--- config.mk ---
export PLATFORM = sky130hd
export DESIGN_NAME = pwm_capture
export DESIGN_NICKNAME = d
export VERILOG_FILES = /design/src/rtl/pwm_capture.sv
export SDC_FILE = /design/constraint.sdc
export NUM_CORES = 1
export LEC_CHECK = 0
export BUFFER_PORTS_ARGS = -buffer_cell sky130_fd_sc_hd__buf_2
export CORE_MARGIN = 1
export CORE_UTILIZATION = 39
export DETAILED_ROUTE_END_ITERATION = 10
export GPL_TIMING_DRIVEN = 0
export SLEW_MARGIN = 5
export SYNTH_ARGS = -nofsm -noshare
export SYNTH_HDL_FRONTEND = slang
export SYNTH_SLANG_ARGS = --single-unit
--- constraint.sdc ---
create_clock -name clkforcounter -period 2.8 [get_ports clkforcounter]
set_clock_uncertainty 0.2 [all_clocks]
set_input_delay 0.14 -clock clkforcounter [delete_from_list [all_inputs] [get_ports clkforcounter]]
set_output_delay 0.14 -clock clkforcounter [all_outputs]
set_load 0.02 [all_outputs]
--- src/rtl/pwm_capture.sv ---
// rtl/pwm_capture.sv - measures per-lane PWM high time over a 2^DWIDTH window after an hsync rise
// and replays the recovered duty values as a framed byte stream.
module pwm_capture #(
   parameter int STAGE    = 8,
   parameter int DWIDTH   = 8,
   parameter int DATA_DIV = 32
) (
   input  logic              clkforcounter,
   input  logic              rst,
   input  logic              hsync,
   input  logic [0:STAGE-1]  pwm_in,
   output logic [DWIDTH-1:0] data,
   output logic              start,
   output logic              valid,
   output logic              busy,
   output logic [0:STAGE-1]  ovf
);

   localparam int SW = (STAGE > 1) ? $clog2(STAGE) : 1;
   localparam int VW = (DATA_DIV > 1) ? $clog2(DATA_DIV) : 1;
   localparam logic [DWIDTH-1:0] CNT_MAX  = '1;
   localparam logic [SW-1:0]     SLOT_END = SW'(STAGE - 1);
   localparam logic [VW-1:0]     DIV_END  = VW'(DATA_DIV - 1);

   typedef enum logic [1:0] {IDLE, MEASURE, SEND} state_t;

   state_t            state_q, state_d;
   logic              hsync_q;
   logic [DWIDTH-1:0] win_q, win_d;
   logic [SW-1:0]     slot_q, slot_d;
   logic [VW-1:0]     div_q, div_d;
   logic [DWIDTH-1:0] cnt_q [STAGE];
   logic [DWIDTH-1:0] cnt_d [STAGE];
   logic [0:STAGE-1]  ovf_q, ovf_d;
   logic [DWIDTH-1:0] data_q, data_d;
   logic              start_q, start_d;
   logic              valid_q, valid_d;
   logic              busy_q, busy_d;
   logic              rise;

   assign rise = hsync & ~hsync_q;

   always_comb begin
      state_d = state_q;
      win_d   = win_q;
      slot_d  = slot_q;
      div_d   = div_q;
      cnt_d   = cnt_q;
      ovf_d   = ovf_q;
      data_d  = data_q;
      start_d = start_q;
      valid_d = valid_q;
      busy_d  = busy_q;
      case (state_q)
         IDLE: begin
            if (rise) begin
               state_d = MEASURE;
               win_d   = '0;
               ovf_d   = '0;
               busy_d  = 1'b1;
               for (int k = 0; k < STAGE; k++) cnt_d[k] = '0;
            end
         end
         MEASURE: begin
            for (int k = 0; k < STAGE; k++) begin
               if (pwm_in[k]) begin
                  if (cnt_q[k] == CNT_MAX) ovf_d[k] = 1'b1;
                  else                     cnt_d[k] = cnt_q[k] + 1'b1;
               end
            end
            win_d = win_q + 1'b1;
            // Slot 0 is loaded from the post-sample count so it lands with the last sample.
            if (win_q == CNT_MAX) begin
               state_d = SEND;
               slot_d  = '0;
               div_d   = '0;
               data_d  = cnt_d[0];
               start_d = 1'b1;
               valid_d = 1'b1;
            end
         end
         SEND: begin
            div_d = div_q + 1'b1;
            if (div_q == DIV_END) begin
               div_d   = '0;
               start_d = 1'b0;
               if (slot_q == SLOT_END) begin
                  state_d = IDLE;
                  data_d  = '0;
                  valid_d = 1'b0;
                  busy_d  = 1'b0;
               end else begin
                  slot_d = slot_q + 1'b1;
                  data_d = cnt_q[slot_d];
               end
            end
         end
         default: state_d = IDLE;
      endcase
   end

   always_ff @(posedge clkforcounter) begin
      if (rst) begin
         state_q <= IDLE;
         hsync_q <= 1'b0;
         win_q   <= '0;
         slot_q  <= '0;
         div_q   <= '0;
         ovf_q   <= '0;
         data_q  <= '0;
         start_q <= 1'b0;
         valid_q <= 1'b0;
         busy_q  <= 1'b0;
         for (int k = 0; k < STAGE; k++) cnt_q[k] <= '0;
      end else begin
         state_q <= state_d;
         hsync_q <= hsync;
         win_q   <= win_d;
         slot_q  <= slot_d;
         div_q   <= div_d;
         ovf_q   <= ovf_d;
         data_q  <= data_d;
         start_q <= start_d;
         valid_q <= valid_d;
         busy_q  <= busy_d;
         cnt_q   <= cnt_d;
      end
   end

   assign data  = data_q;
   assign start = start_q;
   assign valid = valid_q;
   assign busy  = busy_q;
   assign ovf   = ovf_q;

endmodule
## Yosys cells after proc, flatten, opt, wreduce, memory -nomap -nowiden

Cells that the tools add are included.

| cells by class | value |
|---|---|
| equality and inequality tests | 41 |
| add/sub/neg operators | 11 |
| $lt $le $gt $ge | 1 |
| reduce and logical (&&, ||, !) cells | 26 |
| mux-type cells | 64 |
| bitwise logic cells | 3 |

Operators by type and width:

| operator | count |
|---|---|
| two-way mux 8 bit | 22 |
| one-hot mux 64 bit (2 select lines) | 1 |
| AND reduction 4 bit | 19 |
| adder 8 x 1 -> 8 bit, second input constant | 9 |
| == test 8 bit, second input constant | 9 |
| two-way mux 64 bit | 1 |
| != test 2 bit, second input constant | 28 |
| one-hot mux 8 bit (2 select lines) | 3 |
| binary-select mux 8 bit (select 3 bit) | 1 |
| two-way mux 1 bit | 21 |
| two-way mux 5 bit | 2 |
| one-hot mux 5 bit (2 select lines) | 1 |
| two-way mux 3 bit | 3 |
| two-way mux 2 bit | 4 |
| one-hot mux 1 bit (2 select lines) | 3 |
| one-hot mux 2 bit (3 select lines) | 1 |
| one-hot mux 3 bit (2 select lines) | 1 |
| nonzero test 2 bit | 3 |
| adder 5 x 1 -> 5 bit, second input constant | 1 |
| == test 5 bit, second input constant | 1 |
| greater-or-equal comparator 4 bit, second input constant | 1 |
| inverter 3 -> 4 bit | 1 |
| AND reduction 2 bit | 2 |
| adder 3 x 1 -> 3 bit, second input constant | 1 |
| other kinds (7) | 7 |

| word-level totals | value |
|---|---|
| word-level logic and storage cells | 171 |
| register bits after elaboration | 102 |

## Longest topological paths before layout

| logic depth | value |
|---|---|
| depth in word-level cells | 8 |
| mapped depth | 9 |
| mapped depth without buffers | 7 |

## Worst setup path after synthesis

OpenSTA, ideal clock, no wires.

| path | value |
|---|---|
| kind | reg-to-reg |
| start | register slot_q[0] |
| end | register data_q[7], in the netlist data[7] |
| library setup time | 0.079 ns |
| data arrival time | 1.866 ns |
| required time | 2.521 ns |
| slack | 0.655 ns |
| period minus slack after synthesis | 2.145 ns |
| cell stages (with the launch flop) | 9 |
| cells stage by stage | dfxtp_1 > ha_1 > ha_1 > clkbuf_1 > nor2_1 > a22oi_1 > nand3_1 > o22a_1 > a211oi_2 |

| on the way | value |
|---|---|
| longest elaborated chain between the ends | 8 |
| elaborated cells between the ends (all ways) | 9 |
| those cells by class | add/sub (1); eq/ne (1); mux (6); bitwise (1) |

Ends and longest elaborated chain:

| element | line | source |
|---|---|---|
| start: declaration | 30 | `logic [SW-1:0] slot_q, slot_d;` |
| start signal: assignment | 119 | `slot_q <= slot_d;` |
| adder 3 x 1 -> 3 bit | 93 | `slot_d = slot_q + 1'b1;` |
| inverter 3 -> 4 bit (not written as such) | 94 | `data_d = cnt_q[slot_d];` |
| binary-select mux 8 bit (select 3 bit) | 94 |  |
| two-way mux 8 bit (not written as such) (2 in series) | 94 |  |
| two-way mux 8 bit (*) | 87 | `if (slot_q == SLOT_END) begin` |
| two-way mux 8 bit (*) | 84 | `if (div_q == DIV_END) begin` |
| one-hot mux 8 bit (2 select lines) (*) | 54 | `case (state_q)` |
| end signal: assignment | 122 | `data_q <= data_d;` |
| end: declaration | 35 | `logic [DWIDTH-1:0] data_q, data_d;` |

Mark *: on every way between the ends. The rest lies on a longest branch, timed or not. The select of a mux whose other input is x is not followed.
A chain may end at the register's enable or synchronous reset.

## Worst setup path after layout

Same ends and word-level chain as after synthesis.

==> run_results.csv <==
group,metric,value,unit
worst_setup_path,worst_path_max_delay_cell,"clkbuf_1",
placement,routabilityCongestion,0.886,
worst_setup_path,crit_path_max_incr_delay,0.45,ns
cells_and_area,multi_input_comb_area,0.00319,mm²
yosys,yosysUniqueCellTypes,67,
clocking,clock_path_buffers,2,
floorplanning,std_cell_rows,42,
clocking,clock_tree.root_cell,"clkbuf_16",
power,power.total,3.06,mW
cells_and_area,layout.cells.most_common,"dfxtp_1",
yosys,synth_seq_area_share,37.4,%
power,power.combinational.fraction,10.6,%
sta,worst_pin_slew,0.878,ns
clocking,numCtsBuffers,9,
sta,final_hold_viol_count,0,
sta,final-max-slew-violation-count,0,
global_routing,grt.overflow.total,0,
yosys,syn_avg_cell_area,8.43,µm²
power,worst_ir_drop_vdd,0.000284,V
route,wl,16400,µm
yosys,synth_edf_count,0,
power,pwr-share-seq,48.5,%
sta,final_min_period_over_clock_period,89.2,%
power,power.density,496,mW/mm²
cells_and_area,top_library_cells_by_usage_in_the_layout_fill_and_taps_aside,"dfxtp_1, nor2_1, a21oi_1",
global_routing,track_usage,22.9,%
sta,finalHoldWorstSlack,0.0782,ns
route,vias,5127,
yosys,yosys_warnings,0,
clocking,tritoncts,"yes",
worst_setup_path,cpMostUsedCell,"ha_1",
sta,rsz0062_at_grt,"false",
yosys,post-synth-top-area-fraction,37.4,%
cells_and_area,filler_cell_count,1352,
worst_setup_path,arrival,2.56,ns
route,remaining_antenna_violation_count_after_routing,0,
global_routing,grt_pass1_vias,4587,
yosys,syn-cell-area,0.00545,mm²
clocking,clock_insertion_delay_worst_skew,0.35,ns
yosys,syn-num-nets,671,
cells_and_area,finish.net_count,716,
yosys,synth_top_cell_by_area,"dfxtp_1",
floorplanning,die_y,120,µm
sta,setup_failing_eps_final,0,
floorplanning,die-area,0.0145,mm²
route,avgRoutedWirePerCell,18.8,µm
floorplanning,core_region_area,0.0135,mm²
yosys,synthTopCellsByArea,"dfxtp_1, nor2_1, a21oi_1",
power,power.static_leakage,2.07,nW
worst_setup_path,critPathKind,"register to register",
placement,dp.final_hpwl,11900,µm
cells_and_area,register_area,0.00204,mm²
clocking,post-cts-setup-buffer-count,0,
clocking,clock_sink_count,102,
worst_setup_path,critical_path.endpoint_type,"register",
worst_setup_path,critical_path.startpoint_type,"register",
clocking,cts_resized,0,
flow_run,drv_cap,0,
route,drt_iter0_drc,548,
global_routing,grt_antenna_before_repair,0,
yosys,ys_dominant_reg_cell,"dfxtp_1",
worst_hold_path,hold_path_class,"primary input to register",
floorplanning,io-pin-count,30,
worst_setup_path,timing.critical_path.cells,"ha_1 -> ha_1 -> clkbuf_1 -> nor2_1 -> a22oi_1 -> nand3_1 -> o22a_1 -> a211oi_2",
cells_and_area,area_growth_syn_to_layout,12.9,%
route,remaining_drc_errors,0,
cells_and_area,antenna-diode-count,0,
sta,fin_setup_tns,0,ns
placement,port_buffers,28,
clocking,cts-htree-levels,3,
clocking,cts_hold_buf,6,
sta,maxClockFrequency,400,MHz
floorplanning,die-width,120,µm
worst_setup_path,critical_path_required,2.87,ns
clocking,cts.clk_slew.worst_paths,0.07,ns
yosys,async_reset_ff_share,0,%
route,route.detailed.vias_per_inst,5.88,
yosys,synth.ff_latch_count,102,
worst_setup_path,crit_path_max_fanout,10,
run_status,status,"finished, final reports clean",
global_routing,grt_pass1_wl,25100,µm
floorplanning,initial_core_util,40.5,%
cells_and_area,layout_cells_sized_above_1,11.8,%
yosys,synth_cells,647,
power,swShare,25.8,%
power,p_int,2.27,mW
sta,layout_min_cycle_time,2.50,ns
power,total_switching_power,0.788,mW
route,dr.pass1.iters,5,
power,power.clock.fraction,40.9,%
global_routing,grt_max_degree,15,
sta,timing.max_slew.rel_slack,41.5,%
==> critical path: cells and delay by family (launching register included) <==
family                   cells  cell delay (ns)
adder cells (fa/ha/maj)      2             0.50
AND/OR/NAND/NOR              2             0.29
buffers and inverters        1             0.45
flip-flops                   1             0.31
AO/OA/AOI/OAI                3             0.65
==> Yosys cell counts, types with 3 or more instances <==
cell      number
dfxtp_1      102
nor2_1        96
a21oi_1       57
nand3_1       47
nand2_1       46
clkbuf_1      25
xnor2_1       22
mux2i_1       18
nor3_1        17
o21ai_0       16
ha_1          13
nand4_1       13
a211oi_1      12
mux4_2        10
a22oi_1        9
and3_1         9
inv_1          8
or3_1          8
or4_1          8
xor2_1         8
a31oi_1        6
buf_2          6
o211ai_1       6
o31ai_1        6
a32oi_1        4
nand2b_1       4
nand3b_1       4
nor2b_1        4
a311oi_1       3
and4_1         3
buf_6          3
mux2_2         3
o311a_1        3
==> registers in the layout, indices dropped and copies added (netlist names), 2 cells and up <==
name     flops
cnt_q       64
win_q        8
state_q      2
data         8
ovf          8
slot_q       3
div_q        5
==> final cells by class <==
cell class / instances / share of cell area (%)
Inverter: 10 / 0.610
Clock buffer: 14 / 4.12
Buffer: 38 / 2.93
Timing Repair Buffer: 34 / 3.25
Tap cell: 176 / 3.58
Clock inverter: 1 / 0.488
Sequential cell: 102 / 33.2
Multi-Input combinational cell: 497 / 51.9
==> path summary, 6_finish.rpt <==
check	endpoint	depth (start not counted)	start	slack, ns
worst max-delay path	data[7]	8	slot_q[0]	0.30
worst min-delay path	cnt_q[59]	4	pwm_in[0]	0.08
worst max register to register	data[7]	8	slot_q[0]	0.30
worst min register to register	ovf[0]	2	ovf[0]	0.27
==> power by group through the flow <==
stage	Combinational [mW]	Sequential, mW	Clock [mW]
5_1_grt	0.349	1.48	1.33
4_1_cts	0.319	1.48	1.27
2_1_floorplan	0.196	1.51	0
3_3_place_gp	0.307	1.51	0
3_5_place_dp	0.312	1.51	0
6_report	0.323	1.48	1.25
==> metrics by stage <==
step	cell area, µm²	util, %	setup slack [ns]	instances
after global placement	5810	43.2	0.426	851
final	6160	45.8	0.302	872
after floorplan	5450	-	0.655	647
after CTS	6160	45.8	0.361	872
after global routing	6160	45.8	0.169	872
after detailed placement	5810	43.2	0.387	851
==> cells by family after synthesis <==
logic type / count (synthesis) / synth area share, %
and+or+nand+nor: 273 / 24.5
xor gates and xnor gates: 30 / 4.82
DFF: 102 / 37.4
muxes: 32 / 8.26
adders and majority gates: 13 / 2.98
AOI/OAI and AO/OA: 149 / 18.1
buffers and inverters: 48 / 3.99
==> layer usage <==
layer | vias to the layer above | GRT usage (%) | share of wire [%]
met4 | 0 | 8.49 | 2.6
met5 | - | 0 | 0
met2 | 214 | 35.5 | 45
met3 | 29 | 5.19 | 8.7
met1 | 2429 | 30.9 | 44
li1 | 2455 | - | -
Power figures use the tool's default switching activity.
